$ cat config.mk
export PLATFORM = sky130hd
export DESIGN_NAME = switch_egress_port
export DESIGN_NICKNAME = d
export VERILOG_FILES = /design/src/rtl/switch_egress_port.sv
export SDC_FILE = /design/constraint.sdc
export NUM_CORES = 1
export LEC_CHECK = 0
export CAP_MARGIN = 20
export CORE_MARGIN = 8
export CORE_UTILIZATION = 45
export CTS_BUF_LIST = sky130_fd_sc_hd__clkbuf_8
export CTS_CLUSTER_SIZE = 10
export DETAILED_ROUTE_END_ITERATION = 16
export PLACE_DENSITY = 0.62
export SYNTH_ARGS = -nofsm -noshare
export SYNTH_HDL_FRONTEND = slang
export SYNTH_SLANG_ARGS = --single-unit
$ cat constraint.sdc
create_clock -name clk -period 15.88 [get_ports clk]
set_input_delay 2.382 -clock clk [delete_from_list [all_inputs] [get_ports clk]]
set_output_delay 2.382 -clock clk [all_outputs]
set_load 0.02 [all_outputs]
$ cat src/rtl/switch_egress_port.sv
// rtl/switch_egress_port.sv - egress side of the switch: round-robin collect, screen, buffer, transmit
module switch_egress_port #(
  parameter int NUM_PORTS  = 4,
  parameter int PORT_ID    = 0,
  parameter int PKT_WIDTH  = 16,
  parameter int FIFO_DEPTH = 16
) (
  input  logic                            clk,
  input  logic                            rst,
  input  logic [NUM_PORTS-1:0]            in_valid,
  input  logic [NUM_PORTS*PKT_WIDTH-1:0]  in_pkt,
  output logic [NUM_PORTS-1:0]            in_ready,
  output logic                            out_valid,
  output logic [PKT_WIDTH-1:0]            out_pkt,
  input  logic                            out_ready,
  output logic [$clog2(FIFO_DEPTH):0]     fifo_count,
  output logic [15:0]                     tx_count,
  output logic [15:0]                     drop_count,
  output logic                            drop_pulse
);

  localparam int PW = (NUM_PORTS > 1) ? $clog2(NUM_PORTS) : 1;
  localparam int AW = $clog2(FIFO_DEPTH);
  localparam int CW = AW + 1;

  logic [PW-1:0]        rr_ptr_q, rr_ptr_d;
  logic [AW-1:0]        wr_ptr_q, wr_ptr_d, rd_ptr_q, rd_ptr_d;
  logic [CW-1:0]        count_q, count_d;
  logic [PKT_WIDTH-1:0] last_q, last_d;
  logic [15:0]          tx_q, tx_d, drop_q, drop_d;
  logic                 drop_pulse_q, drop_pulse_d;
  logic [PKT_WIDTH-1:0] mem_q [FIFO_DEPTH];

  logic                 full, grant_valid, legal, push, pop;
  logic [PW-1:0]        grant_idx;
  int                   idx;
  logic [PKT_WIDTH-1:0] grant_pkt, head;
  logic [3:0]           src, tgt, lane_oh;

  // Scan from rr_ptr with wrap; grants are suppressed while full and during reset.
  always_comb begin
    grant_valid = 1'b0;
    grant_idx   = '0;
    idx         = 0;
    full        = (count_q == CW'(FIFO_DEPTH));
    if (!full && !rst) begin
      for (int k = 0; k < NUM_PORTS; k++) begin
        idx = (int'(rr_ptr_q) + k) % NUM_PORTS;
        if (!grant_valid && in_valid[idx]) begin
          grant_valid = 1'b1;
          grant_idx   = PW'(idx);
        end
      end
    end
    in_ready = grant_valid ? (NUM_PORTS'(1) << grant_idx) : '0;
  end

  // A packet is legal only if its source is exactly its own lane, it has a target,
  // it does not loop back to its source (except broadcast), and it is meant for us.
  always_comb begin
    grant_pkt = in_pkt[int'(grant_idx)*PKT_WIDTH +: PKT_WIDTH];
    src       = grant_pkt[PKT_WIDTH-1 -: 4];
    tgt       = grant_pkt[PKT_WIDTH-5 -: 4];
    lane_oh   = 4'b0001 << grant_idx;
    legal     = (src == lane_oh) && (tgt != 4'h0) &&
                ((tgt == 4'hF) || ((src & tgt) == 4'h0)) &&
                tgt[PORT_ID] && !src[PORT_ID];
    push      = grant_valid && legal;
    pop       = (count_q != '0) && out_ready;
    head      = mem_q[rd_ptr_q];
  end

  always_comb begin
    rr_ptr_d     = grant_valid ? PW'((int'(grant_idx) + 1) % NUM_PORTS) : rr_ptr_q;
    wr_ptr_d     = push ? wr_ptr_q + AW'(1) : wr_ptr_q;
    rd_ptr_d     = pop  ? rd_ptr_q + AW'(1) : rd_ptr_q;
    count_d      = count_q;
    if (push && !pop) count_d = count_q + CW'(1);
    if (pop && !push) count_d = count_q - CW'(1);
    last_d       = pop ? head : last_q;
    tx_d         = (pop && tx_q != 16'hFFFF) ? tx_q + 16'd1 : tx_q;
    drop_pulse_d = grant_valid && !legal;
    drop_d       = (drop_pulse_d && drop_q != 16'hFFFF) ? drop_q + 16'd1 : drop_q;
  end

  always_ff @(posedge clk or posedge rst) begin
    if (rst) begin
      rr_ptr_q     <= '0;
      wr_ptr_q     <= '0;
      rd_ptr_q     <= '0;
      count_q      <= '0;
      last_q       <= '0;
      tx_q         <= '0;
      drop_q       <= '0;
      drop_pulse_q <= 1'b0;
    end else begin
      rr_ptr_q     <= rr_ptr_d;
      wr_ptr_q     <= wr_ptr_d;
      rd_ptr_q     <= rd_ptr_d;
      count_q      <= count_d;
      last_q       <= last_d;
      tx_q         <= tx_d;
      drop_q       <= drop_d;
      drop_pulse_q <= drop_pulse_d;
    end
  end

  always_ff @(posedge clk) begin
    if (push) mem_q[wr_ptr_q] <= grant_pkt;
  end

  // While empty the output holds the last packet that left the head.
  assign out_valid  = (count_q != '0);
  assign out_pkt    = out_valid ? head : last_q;
  assign fifo_count = count_q;
  assign tx_count   = tx_q;
  assign drop_count = drop_q;
  assign drop_pulse = drop_pulse_q;

endmodule

==> results of run 1 <==
worst paths after layout:
kind                                      end  slack (ps)  cells past startpoint
max in group asynchronous         rd_ptr_q[0]       12680                      3
worst min-delay path                last_q[8]         470                      2
worst max register to register  fifo_count[4]       10100                     20
min in group asynchronous       fifo_count[3]        2440                      3
worst min register to register      last_q[8]         470                      2
worst max-delay path            fifo_count[4]        8350                     21
flip-flops by register name, summed over array words and instances (netlist names):
name / cells
mem_q: 256
drop_count: 16
last_q: 16
tx_count: 16
fifo_count: 5
rd_ptr_q: 4
wr_ptr_q: 4
rr_ptr_q: 2
drop_pulse: 1
per-layer routing:
layer,track usage [%],vias to the layer above,wire length [um]
met4,4.09,0,504
met3,3.79,39,2270
met5,0,-,0
li1,-,3561,-
met1,25.5,3935,14500
met2,28.0,261,14800
cells in the mapped netlist, types with 3 or more instances:
library cell	n
nor3_1	14
nor4b_1	3
mux2i_1	6
nor4_2	3
nor2_1	31
nand4_1	10
mux4_2	80
nand2b_1	4
xor2_1	25
o221ai_1	3
edfxtp_1	256
mux2_2	19
nor3_2	4
a21oi_1	7
nand2_1	115
nor4b_2	3
or4_1	3
ha_1	15
dfrtp_1	64
nor4_1	3
xnor2_1	20
inv_1	15
a31oi_1	9
and3_1	15
nand3_1	23
o21ai_0	6
clkbuf_1	23
buf_1	11
buf_4	3
critical path: cells and delay by family:
family	cells	cell delay, ps
simple gates	7	1670
xor+xnor	3	500
compound gates	6	1710
buf+inv	3	960
fa+ha+maj	2	730
final cells by class:
cell class                      count  area, um^2
Sequential cell                   320        9290
Clock inverter                     37         164
Clock buffer                       56         771
Fill cell                        2457       13700
Multi-Input combinational cell    449        4240
Timing Repair Buffer              160        1560
Tap cell                          396         495
Inverter                           18        72.6
cells by family after synthesis:
| group | share of synthesized area, % |
|---|---|
| multiplexers | 15.3 |
| AND/OR/NAND/NOR | 8.85 |
| flip-flops | 67.9 |
| adder cells (fa/ha/maj) | 1.37 |
| XOR/XNOR | 2.88 |
| AO/OA/AOI/OAI | 2.01 |
| buffers and inverters | 1.70 |
through the flow:
step	hold WS, ps	instances	util (%)	area, um^2	worst slack [ps]
after global routing	490	1436	54.8	16600	8010
final	471	1436	54.8	16600	8350
after CTS	475	1434	54.7	16500	8410
after global placement	453	1337	51.5	15600	7700
after floorplan	442	826	-	13700	8580
after detailed placement	459	1341	51.6	15600	7810
report_power, final:
group | switching (mW) | internal (mW) | total, mW
clock network | 0.312 | 0.325 | 0.637
registers | 0.0968 | 1.03 | 1.13
logic | 0.493 | 0.471 | 0.964
total | 0.902 | 1.83 | 2.73
==> flow_metrics.env, run 1 <==
export IMPL_skew_ps=27.8
export IMPL_clockBufferDepth=3
export IMPL_post_dp_hpwl_um=20600
export IMPL_dieHeight_um=190
export IMPL_hold_viol_final=0
export IMPL_hold_buffers=0
export IMPL_ir_drop_mv=0.0672
export IMPL_post_cts_buffers=0
export IMPL_portBuffers=129
export IMPL_synth_warnings=0
export IMPL_ant_nets=0
export IMPL_final_layout_size_suffix_gt1_share_pct=21.5
export IMPL_worstReg2RegStart="fifo_count[1]"
export IMPL_final_common_cell="edfxtp_1"
export IMPL_synth_top_cell_by_area="edfxtp_1"
export IMPL_first_global_vias=8159
export IMPL_yosysSeqAreaShare_pct=67.9
export IMPL_synthFlopType="edfxtp_1"
export IMPL_ys_seq_elements=320
export IMPL_min_period_over_period_pct=47.4
export IMPL_clkSlewWorstSetupHoldPaths_ps=60
export IMPL_timing_slew_headroom_pct=26.7
export IMPL_n_antenna_cell=0
export IMPL_syn_cell_area_um2=13700
export IMPL_hold_path_startpoint="last_q[8]"
export IMPL_route_detailed_drc=0
export IMPL_fmax_ghz=0.133
export IMPL_cts_tree="built"
export IMPL_rsz0062_at_grt="false"
export IMPL_clock_sinks=320
export IMPL_antenna_found_initial=1
export IMPL_maxCapViolCount=0
export IMPL_max_slew_worst_pin_slew_ps=1100
export IMPL_grt_overflow=0
export IMPL_critPathMaxStageDelay_ps=670
export IMPL_wl_per_cell_um=22.4
export IMPL_worstSetupStartpoint="in_valid[0]"
export IMPL_cp_cell_sequence="clkdlybuf4s50_1, nand2_1, a311o_1, and3_1, buf_4, clkinv_4, nor3_1, a211oi_4, a211oi_1, or4_1, nor4_2, nand2_2, ha_1, xor2_1, ha_1, o21ai_0, a21oi_1, a21oi_1, xor2_1, nor2_1, xor2_1"
export IMPL_final_max_slew_violation_count=0
export IMPL_status="completed"
export IMPL_min_path_type="register to register"
export IMPL_design_core_area_um2=30300
export IMPL_post_cts_resized=0
export IMPL_p_leak_nw=5.89
export IMPL_routed_wl_um=32100
export IMPL_power_density_nw_per_um2=164
export IMPL_min_period_ps=7530
export IMPL_track_usage_pct=17.9
export IMPL_finalSetupTns_ps=0
export IMPL_grt_max_degree=68
export IMPL_path_max_fanout=27
export IMPL_arrival_ps=7980
export IMPL_syn_area_per_cell_um2=16.6
export IMPL_synth_edf_count=256
export IMPL_final_cell_mix="256 x edfxtp_1, 129 x clkdlybuf4s50_1, 115 x nand2_1, 80 x mux4_2, 62 x dfrtp_1"
export IMPL_synth_top_area_share_pct=56.2
export IMPL_crit_slowest_cell="a211oi_4"
export IMPL_dieArea_um2=36200
export IMPL_grt_pass1_wl_um=49600
export IMPL_synth_distinct_cells=54
export IMPL_crit_required_ps=16330
export IMPL_h_tree_depth=2
export IMPL_synthTopCellsByArea="edfxtp_1 56%, mux4_2 13%, dfrtp_1 12%"
export IMPL_pin_count=130
export IMPL_root_buffer="clkbuf_8"
export IMPL_synthArstFlopShare_pct=20.0
export IMPL_netlist_instances=826
export IMPL_rows=64
export IMPL_crit_top_cell="xor2_1"
export IMPL_cts_made_buffers=51
export IMPL_syn_nets=912
export IMPL_clk_latency_ps=570
export IMPL_dr_pass1_iters=5
export IMPL_area_growth_pct=21.3
export IMPL_cp_end_kind="register"
export IMPL_viasPerCell=5.43
export IMPL_initial_core_util_pct=45.2
export IMPL_fin_nets=1086
export IMPL_finalWeightedCongestion=0.783
export IMPL_dieWidth_um=190
export IMPL_drt_iter0_drc=573
export IMPL_startpoint_type="primary input"
export IMPL_finalPower_mw=2.73
export IMPL_setup_viol=0
export IMPL_num_vias=7796
export IMPL_crit_type="primary input to register"
Power figures use the tool's default switching activity.
==> run 2, diff against run 1 <==
--- a/config.mk
+++ b/config.mk
@@ -11,7 +11,7 @@
 export CTS_BUF_LIST = sky130_fd_sc_hd__clkbuf_8
 export CTS_CLUSTER_SIZE = 10
 export DETAILED_ROUTE_END_ITERATION = 16
-export PLACE_DENSITY = 0.62
+export PLACE_DENSITY = 0.65
 export SYNTH_ARGS = -nofsm -noshare
 export SYNTH_HDL_FRONTEND = slang
 export SYNTH_SLANG_ARGS = --single-unit
==> constraint.sdc (replaced) <==
create_clock -name clk -period 6.8 [get_ports clk]
set_input_delay 1.02 -clock clk [delete_from_list [all_inputs] [get_ports clk]]
set_output_delay 1.02 -clock clk [all_outputs]
set_load 0.02 [all_outputs]
==> run 2 against run 1 <==
Compared with the run above: hold slack worse by 2.3 ps; sequential cell count unchanged; power up 130%; critical endpoint unchanged.
==> flow_metrics.env, run 2 (synthesis results as in run 1) <==
export IMPL_startpoint_type="primary input"
export IMPL_crit_slowest_cell="clkdlybuf4s50_1"
export IMPL_p_sw_share_pct=32.5
export IMPL_wl_per_cell_um=21.6
export IMPL_crit_type="primary input to register"
export IMPL_worstSetupStartpoint="in_valid[0]"
export IMPL_worstReg2RegStart="fifo_count[1]"
export IMPL_rsz0062_at_grt="false"
export IMPL_crit_buf_inv=3
export IMPL_ir_drop_mv=0.156
export IMPL_ff2ff_path_depth=20
export IMPL_holdPathEnd="last_q[5]"
export IMPL_cp_cell_sequence="clkdlybuf4s50_1, nand2_1, a311o_1, and3_1, clkinv_4, nor3_1, a221o_1, clkinv_1, a211oi_1, or4_1, nor4_2, nand2_2, ha_1, xor2_1, ha_1, o21ai_0, a21oi_1, a21oi_1, xor2_1, nor2_1, xor2_1"
export IMPL_largest_register="mem_q"
export IMPL_min_period_ps=5440
export IMPL_final_cell_mix="256 x edfxtp_1, 129 x clkdlybuf4s50_1, 115 x nand2_1, 80 x mux4_2, 62 x dfrtp_1"
export IMPL_dp_slack_ps=805
export IMPL_ant_nets=0
export IMPL_num_vias=7846
export IMPL_fmax_ghz=0.184
export IMPL_fin_nets=1102
export IMPL_critPathMaxStageDelay_ps=520
export IMPL_status="completed"
export IMPL_grt_max_degree=48
export IMPL_antenna_found_initial=0
export IMPL_track_usage_pct=17.4
export IMPL_routed_wl_um=31400
export IMPL_drt_iter0_drc=587
export IMPL_hold_path_startpoint="last_q[5]"
export IMPL_h_tree_depth=2
export IMPL_power_density_nw_per_um2=383
export IMPL_grt_overflow=0
export IMPL_skew_ps=15.5
export IMPL_design_core_area_um2=30300
export IMPL_clockBufferDepth=3
export IMPL_timing_final_ws_setup_ps=1360
export IMPL_min_path_type="register to register"
export IMPL_crit_family="simple AND/OR/NAND/NOR gates"
export IMPL_use_met1_pct=24.0
export IMPL_setup_viol=0
export IMPL_min_period_over_period_pct=80.0
export IMPL_r2r_end="fifo_count[4]"
export IMPL_dr_pass1_iters=5
export IMPL_cts_made_buffers=53
export IMPL_timing_slew_headroom_pct=25.9
export IMPL_hold_buffers=0
export IMPL_cp_end_kind="register"
export IMPL_rrSetupSlack_ps=1760
export IMPL_grt_util_met2_pct=27.5
export IMPL_cts_tree="built"
export IMPL_initial_core_util_pct=45.2
export IMPL_area_growth_pct=22.1
export IMPL_final_common_cell="edfxtp_1"
export IMPL_dieWidth_um=190
export IMPL_portBuffers=129
export IMPL_gr_usage_met3_pct=4.43
export IMPL_p_leak_nw=5.95
export IMPL_viasPerCell=5.40
export IMPL_grt_busiest_layer="met2"
export IMPL_pwr_share_seq_pct=41.7
export IMPL_clkSlewWorstSetupHoldPaths_ps=60
export IMPL_rows=64
export IMPL_post_cts_resized=0
export IMPL_grt_pass1_wl_um=48200
export IMPL_dieHeight_um=190
export IMPL_internal_power_mw=4.32
export IMPL_clock_sinks=320
export IMPL_n_antenna_cell=0
export IMPL_clk_latency_ps=560
export IMPL_post_dp_hpwl_um=20200
export IMPL_final_max_slew_violation_count=0
export IMPL_finalWeightedCongestion=0.814
export IMPL_holdPathStages=2
export IMPL_clkPwrFrac_pct=24.2
export IMPL_post_cts_buffers=0
export IMPL_crit_required_ps=7240
export IMPL_dieArea_um2=36200
export IMPL_first_global_vias=8212
export IMPL_arrival_ps=5880
export IMPL_combPwrFrac_pct=34.1
export IMPL_path_max_fanout=27
export IMPL_crit_top_cell="xor2_1"
export IMPL_route_detailed_drc=0
export IMPL_max_slew_worst_pin_slew_ps=1110
export IMPL_largest_register_ffs=256
export IMPL_p_switching_mw=2.08
export IMPL_final_layout_size_suffix_gt1_share_pct=22.9
export IMPL_finalSetupTns_ps=0
export IMPL_maxCapViolCount=0
export IMPL_hold_viol_final=0
export IMPL_pin_count=130
export IMPL_root_buffer="clkbuf_8"
run 2: cell count changes in the layout (fill, tap and decap cells not counted), moves of 2 or more:
| cell | change |
|---|---|
| buf_4 | +16 |
| buf_8 | -2 |
| bufinv_16 | +2 |
| clkbuf_8 | -2 |
| clkinv_1 | +6 |
| clkinv_2 | +6 |
| inv_1 | -7 |
run 2: worst max path at each step:
stage / endpoint / slack [ps] / cells after the start
3_5_place_dp: fifo_count[4] / 810 / 22
3_3_place_gp: fifo_count[4] / 880 / 21
6_report: fifo_count[4] / 1360 / 21
5_1_grt: fifo_count[4] / 910 / 22
4_1_cts: fifo_count[4] / 1380 / 22
2_1_floorplan: mem_q[2][0] / 860 / 14
run 2: per-layer routing:
layer / vias to the layer above / share of wire, % / routed length [um]
li1: 3593 / - / -
met1: 3957 / 44 / 13900
met2: 254 / 46 / 14600
met3: 42 / 7.8 / 2460
met4: 0 / 1.5 / 464
met5: - / 0 / 0
run 2: worst min-delay path: stages, from the launching register on:
cell and delay [ps]:
dfrtp_1 340, nand2_1 50, nand2_1 50
run 2: final cells by class:
type	instances	area (um^2)
Fill cell	2476	13600
Sequential cell	320	9290
Multi-Input combinational cell	449	4240
Timing Repair Buffer	174	1630
Clock buffer	54	743
Tap cell	396	495
Clock inverter	42	233
Inverter	18	72.6
run 2: power by group through the flow:
stage	logic, mW	clock network (mW)	registers, mW
6_report	2.18	1.55	2.67
3_3_place_gp	2.17	0	2.72
5_1_grt	2.36	1.68	2.71
2_1_floorplan	1.48	0	2.60
4_1_cts	2.20	1.59	2.68
3_5_place_dp	2.19	0	2.72
run 2: stage by stage:
| stage | total power, mW | util (%) | std cells | cell area [um^2] | hold WS (ps) |
|---|---|---|---|---|---|
| 4_1_cts | 6.48 | 55.1 | 1451 | 16700 | 473 |
| 3_3_place_gp | 4.88 | 51.9 | 1353 | 15700 | 453 |
| 3_5_place_dp | 4.91 | 51.9 | 1355 | 15700 | 458 |
| 2_1_floorplan | 4.08 | - | 826 | 13700 | 442 |
| 5_1_grt | 6.74 | 55.2 | 1453 | 16700 | 499 |
| 6_report | 6.40 | 55.2 | 1453 | 16700 | 469 |
